<file path="src/rtl/hack_cpu_seq.sv">
// Two-state Hack CPU sequencer: FETCH accepts an instruction, EXEC drives
// the external ALU and commits A, D and pc on its exit edge.
module hack_cpu_seq (
  input  logic        clk,
  input  logic        reset,
  input  logic [15:0] instr,
  input  logic        instr_valid,
  output logic        instr_ready,
  input  logic [15:0] inM,
  input  logic [15:0] alu_o,
  input  logic        alu_zr,
  input  logic        alu_ng,
  output logic [15:0] alu_x,
  output logic [15:0] alu_y,
  output logic        zx,
  output logic        nx,
  output logic        zy,
  output logic        ny,
  output logic        f,
  output logic        no,
  output logic [15:0] outM,
  output logic        writeM,
  output logic [15:0] addressM,
  output logic [15:0] pc
);

  typedef enum logic {
    FETCH = 1'b0,
    EXEC  = 1'b1
  } state_t;

  state_t      state_q, state_d;
  logic [15:0] ir_q, ir_d;
  logic [15:0] a_q, a_d;
  logic [15:0] d_q, d_d;
  logic [15:0] pc_q, pc_d;
  logic        is_c;
  logic        jump;

  assign is_c = ir_q[15];
  assign jump = (ir_q[2] & alu_ng)
              | (ir_q[1] & alu_zr)
              | (ir_q[0] & ~alu_ng & ~alu_zr);

  always_ff @(posedge clk) begin
    if (reset) begin
      state_q <= FETCH;
      ir_q    <= '0;
      a_q     <= '0;
      d_q     <= '0;
      pc_q    <= '0;
    end else begin
      state_q <= state_d;
      ir_q    <= ir_d;
      a_q     <= a_d;
      d_q     <= d_d;
      pc_q    <= pc_d;
    end
  end

  always_comb begin
    state_d     = state_q;
    ir_d        = ir_q;
    a_d         = a_q;
    d_d         = d_q;
    pc_d        = pc_q;
    instr_ready = 1'b0;
    alu_x       = '0;
    alu_y       = '0;
    zx          = 1'b0;
    nx          = 1'b0;
    zy          = 1'b0;
    ny          = 1'b0;
    f           = 1'b0;
    no          = 1'b0;
    writeM      = 1'b0;
    outM        = '0;
    unique case (state_q)
      FETCH: begin
        instr_ready = 1'b1;
        if (instr_valid) begin
          ir_d    = instr;
          state_d = EXEC;
        end
      end
      EXEC: begin
        state_d = FETCH;
        if (is_c) begin
          zx     = ir_q[11];
          nx     = ir_q[10];
          zy     = ir_q[9];
          ny     = ir_q[8];
          f      = ir_q[7];
          no     = ir_q[6];
          alu_x  = d_q;
          alu_y  = ir_q[12] ? inM : a_q;
          writeM = ir_q[3];
          outM   = ir_q[3] ? alu_o : 16'h0000;
          if (ir_q[5]) a_d = alu_o;
          if (ir_q[4]) d_d = alu_o;
          // jump target is the A value seen before this instruction
          pc_d = jump ? a_q : pc_q + 16'd1;
        end else begin
          a_d  = {1'b0, ir_q[14:0]};
          pc_d = pc_q + 16'd1;
        end
      end
      default: state_d = FETCH;
    endcase
  end

  assign addressM = a_q;
  assign pc       = pc_q;

endmodule

</file>
<file path="config.mk">
export PLATFORM = sky130hd
export DESIGN_NAME = hack_cpu_seq
export DESIGN_NICKNAME = d
export VERILOG_FILES = /design/src/rtl/hack_cpu_seq.sv
export SDC_FILE = /design/constraint.sdc
export NUM_CORES = 1
export LEC_CHECK = 0
export CAP_MARGIN = 20
export CORE_MARGIN = 3
export CORE_UTILIZATION = 45
export DETAILED_ROUTE_END_ITERATION = 12
export PLACE_DENSITY = 0.84
export REMOVE_ABC_BUFFERS = 1
export SLEW_MARGIN = 15
export SYNTH_ARGS = -nofsm -noshare
export SYNTH_HDL_FRONTEND = slang
export SYNTH_SLANG_ARGS = --single-unit
</file>
<file path="constraint.sdc">
create_clock -name clk -period 3 [get_ports clk]
set_input_delay 0.6 -clock clk [delete_from_list [all_inputs] [get_ports clk]]
set_output_delay 0.6 -clock clk [all_outputs]
set_load 0.05 [all_outputs]
</file>
==> flow_metrics.env <==
export IMPL_critPathKind="flip-flop to output pin"
export IMPL_relSlewSlack=0.538
export IMPL_worstSetupStartpointType="flip-flop"
export IMPL_synthXorXnorAreaFrac=0
export IMPL_routed_wl_um=11700
export IMPL_synth_async_reset_ratio=0
export IMPL_final_cells=664
export IMPL_yosysMostFrequentCell="nand2_1"
export IMPL_synth_compound_area_frac=0.157
export IMPL_drt_iter0_drc=227
export IMPL_drive_above_1_share=0.158
export IMPL_grt_pass1_vias=3776
export IMPL_synth_warnings=0
export IMPL_synth_top_family_by_area="simple AND/OR/NAND/NOR gates"
export IMPL_ctsResizeCount=0
export IMPL_netlist_instances=434
export IMPL_hold_buffers=0
export IMPL_p_per_area_nw_per_um2=367
export IMPL_core_area_um2=7290
export IMPL_yosysTopAreaCellShare=0.384
export IMPL_numCtsBuffers=9
export IMPL_fillCellCount=539
export IMPL_crit_path_end_kind="output pin"
export IMPL_ys_flop_type="dfxtp_1"
export IMPL_finalCritPeriodShare=0.900
export IMPL_rsz0062_at_grt="false"
export IMPL_fmax_mhz=370
export IMPL_n_antenna_cell=0
export IMPL_vias=3762
export IMPL_synthSimpleGateAreaFrac=0.287
export IMPL_avgSynthCellArea_um2=7.81
export IMPL_cap_viol_max_count=0
export IMPL_postRouteAntennaNets=0
export IMPL_cts_sinks=65
export IMPL_seq_area_um2=1300
export IMPL_syn_area_um2=3390
export IMPL_drtPass1Iterations=5
export IMPL_finalHoldViolCount=0
export IMPL_cts_tree="done"
export IMPL_synth_fa_ha_area_frac=0.00369
export IMPL_grt_pass1_wl_um=18600
export IMPL_dieArea_um2=8610
export IMPL_ir_worst_vdd_mv=0.284
export IMPL_clockRootBuffer="clkbuf_8"
export IMPL_grt_max_degree=46
export IMPL_dp_hpwl_um=8510
export IMPL_via_per_inst=5.67
export IMPL_crit_fanout=45
export IMPL_clock_path_buffers=2
export IMPL_die_width_um=92.8
export IMPL_worst_pin_slew_ns=0.691
export IMPL_report_final_slew_viol_count=0
export IMPL_worst_hold_slack_ns=0.452
export IMPL_final_util=0.771
export IMPL_p_leak_nw=2.07
export IMPL_worstPathArrival_ns=2.10
export IMPL_place_inst=649
export IMPL_synth_distinct_cells=41
export IMPL_finalSetupViolCount=0
export IMPL_cts_htree_levels=3
export IMPL_port_buffers=140
export IMPL_start_util=0.465
export IMPL_drc=0
export IMPL_routabilityCongestion=0.853
export IMPL_clock_latency_ns=0.34
export IMPL_drt_wirelength_per_cell_um=17.6
export IMPL_synth_mux_area_fraction=0.118
export IMPL_grt_usage=0.268
export IMPL_setup_tns_ns=0
export IMPL_clkTransAtPathRegs_ns=0.07
export IMPL_antenna_found_initial=0
export IMPL_clock_skew_final_ns=0.0110
export IMPL_postLayoutCellArea_um2=5620
export IMPL_synth_enable_flop_cells=0
export IMPL_outcome="finished, final reports clean"
export IMPL_placed_cell_area_um2=5410
export IMPL_ys_ff_latch=65
export IMPL_die_h_um=92.8
export IMPL_nets=615
export IMPL_ios=141
export IMPL_multi_input_area_um2=1920
export IMPL_yosysTopAreaCell="dfxtp_1"
export IMPL_ys_seq_area_frac=0.384
export IMPL_netlist_top_cells_count="nand2_1, dfxtp_1, a21oi_1, mux2i_1, nor2_1"
export IMPL_postCtsSetupBuffers=0
export IMPL_synthToLayoutAreaGrowth_pct=65.9
export IMPL_cp_data_required_time_ns=2.40
export IMPL_rows=31
export IMPL_synth_area_leaders="dfxtp_1, mux2i_1, nand2_1, a21oi_1, and3_1"
export IMPL_min_path_type="flip-flop to flip-flop"
export IMPL_grt_overflow_total=0
export IMPL_period_minus_slack_ns=2.70
## state kept, by name, indices dropped and copies added, names as in the netlist
signal	flops
addressM	16
ir_q	16
d_q	16
state_q	1
pc	16
## per-stage QoR
stage	setup slack [ns]	power, mW
after global placement	0.782	1.28
final	0.301	2.06
after global routing	0.170	2.13
after detailed placement	0.672	1.29
after floorplan	0.00609	1.11
after CTS	0.300	2.07
## logic make-up (layout without fill, tap and decap cells)
| logic type | after synthesis | in the layout |
|---|---|---|
| muxes | 40 | 40 |
| and+or+nand+nor | 200 | 200 |
| DFF | 65 | 65 |
| buffers and inverters | 45 | 176 |
| adders and majority gates | 1 | 1 |
| AOI/OAI and AO/OA | 83 | 83 |
## metal layers
| layer | track usage | part of all wire | up-vias |
|---|---|---|---|
| met5 | 0 | 0 | - |
| met4 | 0.0952 | 0.019 | 0 |
| met3 | 0.0544 | 0.077 | 20 |
| met2 | 0.480 | 0.53 | 185 |
| met1 | 0.316 | 0.38 | 1772 |
| li1 | - | - | 1785 |
## placed cells by master, fill, tap and decap left out, types with 2 or more instances in the layout
| master | count |
|---|---|
| o21ai_0 | 5 |
| nand4b_1 | 2 |
| nand2_1 | 79 |
| buf_4 | 11 |
| o32ai_1 | 6 |
| inv_1 | 10 |
| nand2b_1 | 3 |
| and3_1 | 24 |
| a21oi_1 | 38 |
| and2_1 | 17 |
| or3_1 | 4 |
| mux2i_1 | 39 |
| a31oi_1 | 4 |
| buf_12 | 55 |
| clkbuf_8 | 13 |
| clkdlybuf4s50_1 | 83 |
| dfxtp_1 | 64 |
| nand4_1 | 4 |
| nor2_1 | 38 |
| a2bb2oi_1 | 5 |
| nand3_1 | 8 |
| nor4_1 | 6 |
| nor2b_1 | 4 |
| nor3_1 | 4 |
| a221oi_1 | 3 |
| nand3b_1 | 2 |
| a211oi_1 | 14 |
## final timing paths
path / from / slack [ns] / end / depth (start not counted)
worst max-delay path: state_q / 0.30 / alu_y[6] / 4
worst min register to register: d_q[2] / 0.45 / d_q[2] / 2
worst max register to register: pc[0] / 0.96 / pc[13] / 4
worst min-delay path: d_q[2] / 0.45 / d_q[2] / 2
## layout make-up
cell class | instances | share of cell area
timing repair buffer | 150 | 0.359
multi-input combinational | 324 | 0.342
sequential | 65 | 0.232
clock buffer | 13 | 0.0318
tap | 99 | 0.0220
inverter | 11 | 0.00734
clock inverter | 2 | 0.00623
## worst max-delay path, cell delays in order, from the launching register on
cell	delay, ns
dfxtp_1	0.33
buf_4	0.37
nand2_1	0.50
nor2_1	0.38
buf_12	0.18
## where the power goes
part / total [mW] / switching [mW] / leakage, nW / internal, mW
clock: 0.785 / 0.316 / 0.112 / 0.469
sequential: 0.929 / 0.0355 / 0.529 / 0.894
combinational: 0.347 / 0.196 / 1.43 / 0.151
total: 2.06 / 0.548 / 2.07 / 1.51
(Power assumes the default switching activity.)
==> RTL edit: new RTL, same flow settings <==
Make the reset (`reset`) asynchronous in one clocked block.
--- a/src/rtl/hack_cpu_seq.sv
+++ b/src/rtl/hack_cpu_seq.sv
@@ -42,7 +42,7 @@
               | (ir_q[1] & alu_zr)
               | (ir_q[0] & ~alu_ng & ~alu_zr);
 
-  always_ff @(posedge clk) begin
+  always_ff @(posedge clk or posedge reset) begin
     if (reset) begin
       state_q <= FETCH;
       ir_q    <= '0;
Check against the original RTL: differs if reset is asserted again (counterexample within 4 cycles, from zero or initial values and one cycle with reset high); with reset held inactive, the same outputs for 10 cycles.
==> RTL edit against the original RTL <==
Wire length decreased by 4.1%. Cell area increased by 2.9%. Non-clock buffer count up 1. Sequential cell count unchanged. Worst setup slack worse by 62 ps. Critical path type unchanged. Cell count shrank 12%. Highest routed layer unchanged. First-iteration DRC count is 20% higher. Synthesized area up 5.4%.
Power is not compared: it rests on default switching activity, and its combinational part moved more than twofold at a synthesized area within 25%.
==> RTL edit: results (changes against the original RTL) <==
* Routability Congestion at 0.8937 (+4.8%)
* GR Layer Usage met2 at 0.4606 (-0.01926)
* DR vias/cell at 5.693 (+0.48%)
* Cells after synthesis at 348 (-20%)
* Synth top area cells: dfrtp_1 (46%), mux2i_1 (11%), mux2_2 (9.8%), and3_1 (4.4%), and2_1 (3.2%)
* Total number of vias at 3336 (-11%)
* Clock skew at 10.89 ps (-0.09770 ps)
* First-pass GRT wire length at 18.08 mm (-2.9%)
* Pre-CTS setup slack at 595.8 ps (-76.60 ps)
* Most used flip-flop cell after synthesis: dfrtp_1
* Slew headroom at 0.4304 (-0.1075)
* Layout net count at 537 (-13%)
* Drt first pass iters at 7 (+2)
* Largest net degree at the start of global routing at 44 (-4.3%)
* Mux contribution to synthesized area at 0.2098 (+0.09136)
* Synth top cells by count: dfrtp_1 (65), mux2i_1 (40), mux2_2 (31)
* P_int at about 2.3 mW
* Outcome: finished, final reports clean
* Metal3 WL at 1.020 mm (+14%)
* Critical Path Fanout Max at 22 (-51%)
* Post-synthesis sequential area ratio at 0.4553 (+0.07158)
* Adder-Cell Fraction of Synth Area at 0.003503 (-0.0001874)
* Layout cells sized above 1 at 0.2505 (+0.09299)
* Post-synth ARST share at 1.000 (+1.000)
* Met1 WL at 4.153 mm (-5.7%)
* GRT met3 Usage at 0.06709 (+0.01266)
* Root Buffer: clkbuf_8
* Vias in the first global route at 3481 (-7.8%)
* HPWL reported at the end of detailed placement at 8.405 mm (-1.2%)
* Crit path DAT at 2160 ps (+60 ps)
* Post-synthesis compound-gate area fraction at 0.09807 (-0.05875)
* Filler instances at 462 (-14%)
## RTL edit: critical path, cell delays in order, from the launching register on
cell,delay [ps]
dfrtp_1,500
buf_4,320
nand2_1,440
nor2_1,370
buf_12,180
## RTL edit: path summary, 6_finish.rpt
check	start	to	slack (ps)	cells after the start
setup / recovery	ir_q[15]	alu_y[9]	240	4
hold / removal	d_q[0]	d_q[0]	510	1
setup reg to reg	ir_q[15]	d_q[11]	940	3
hold reg to reg	d_q[0]	d_q[0]	510	1
max in group asynchronous	reset	addressM[6]	1760	3
min in group asynchronous	reset	addressM[2]	630	2
## RTL edit: cell type report
type | instances | area (µm²) | share of cell area
clock buffer | 12 | 165.2 | 0.02853
clock inverter | 3 | 15.01 | 0.002594
inverter | 6 | 22.52 | 0.003891
multi-input combinational | 250 | 1790 | 0.3093
sequential | 65 | 1627 | 0.2810
tap | 99 | 123.9 | 0.02140
timing repair buffer | 151 | 2044 | 0.3532
## RTL edit: metrics by stage
| step | TNS, ps | power (mW) | hold slack (ps) | utilization | instance area [µm²] |
|---|---|---|---|---|---|
| after floorplan | -1184 | 2.631 | 471.3 | - | 3433 |
| after global placement | 0 | 3.397 | 479.7 | 0.7491 | 5608 |
| after detailed placement | 0 | 3.474 | 496.1 | 0.7491 | 5608 |
| after CTS | 0 | 4.155 | 511.4 | 0.7732 | 5788 |
| after global routing | 0 | 4.345 | 528.7 | 0.7732 | 5788 |
| final | 0 | 4.150 | 509.9 | 0.7732 | 5788 |
## RTL edit: kinds of logic after synthesis
kind of cell             count (synthesis)
AO/OA/AOI/OAI                           52
adder cells (fa/ha/maj)                  1
buffers and inverters                   33
flip-flops                              65
multiplexers                            71
AND/OR/NAND/NOR                        126
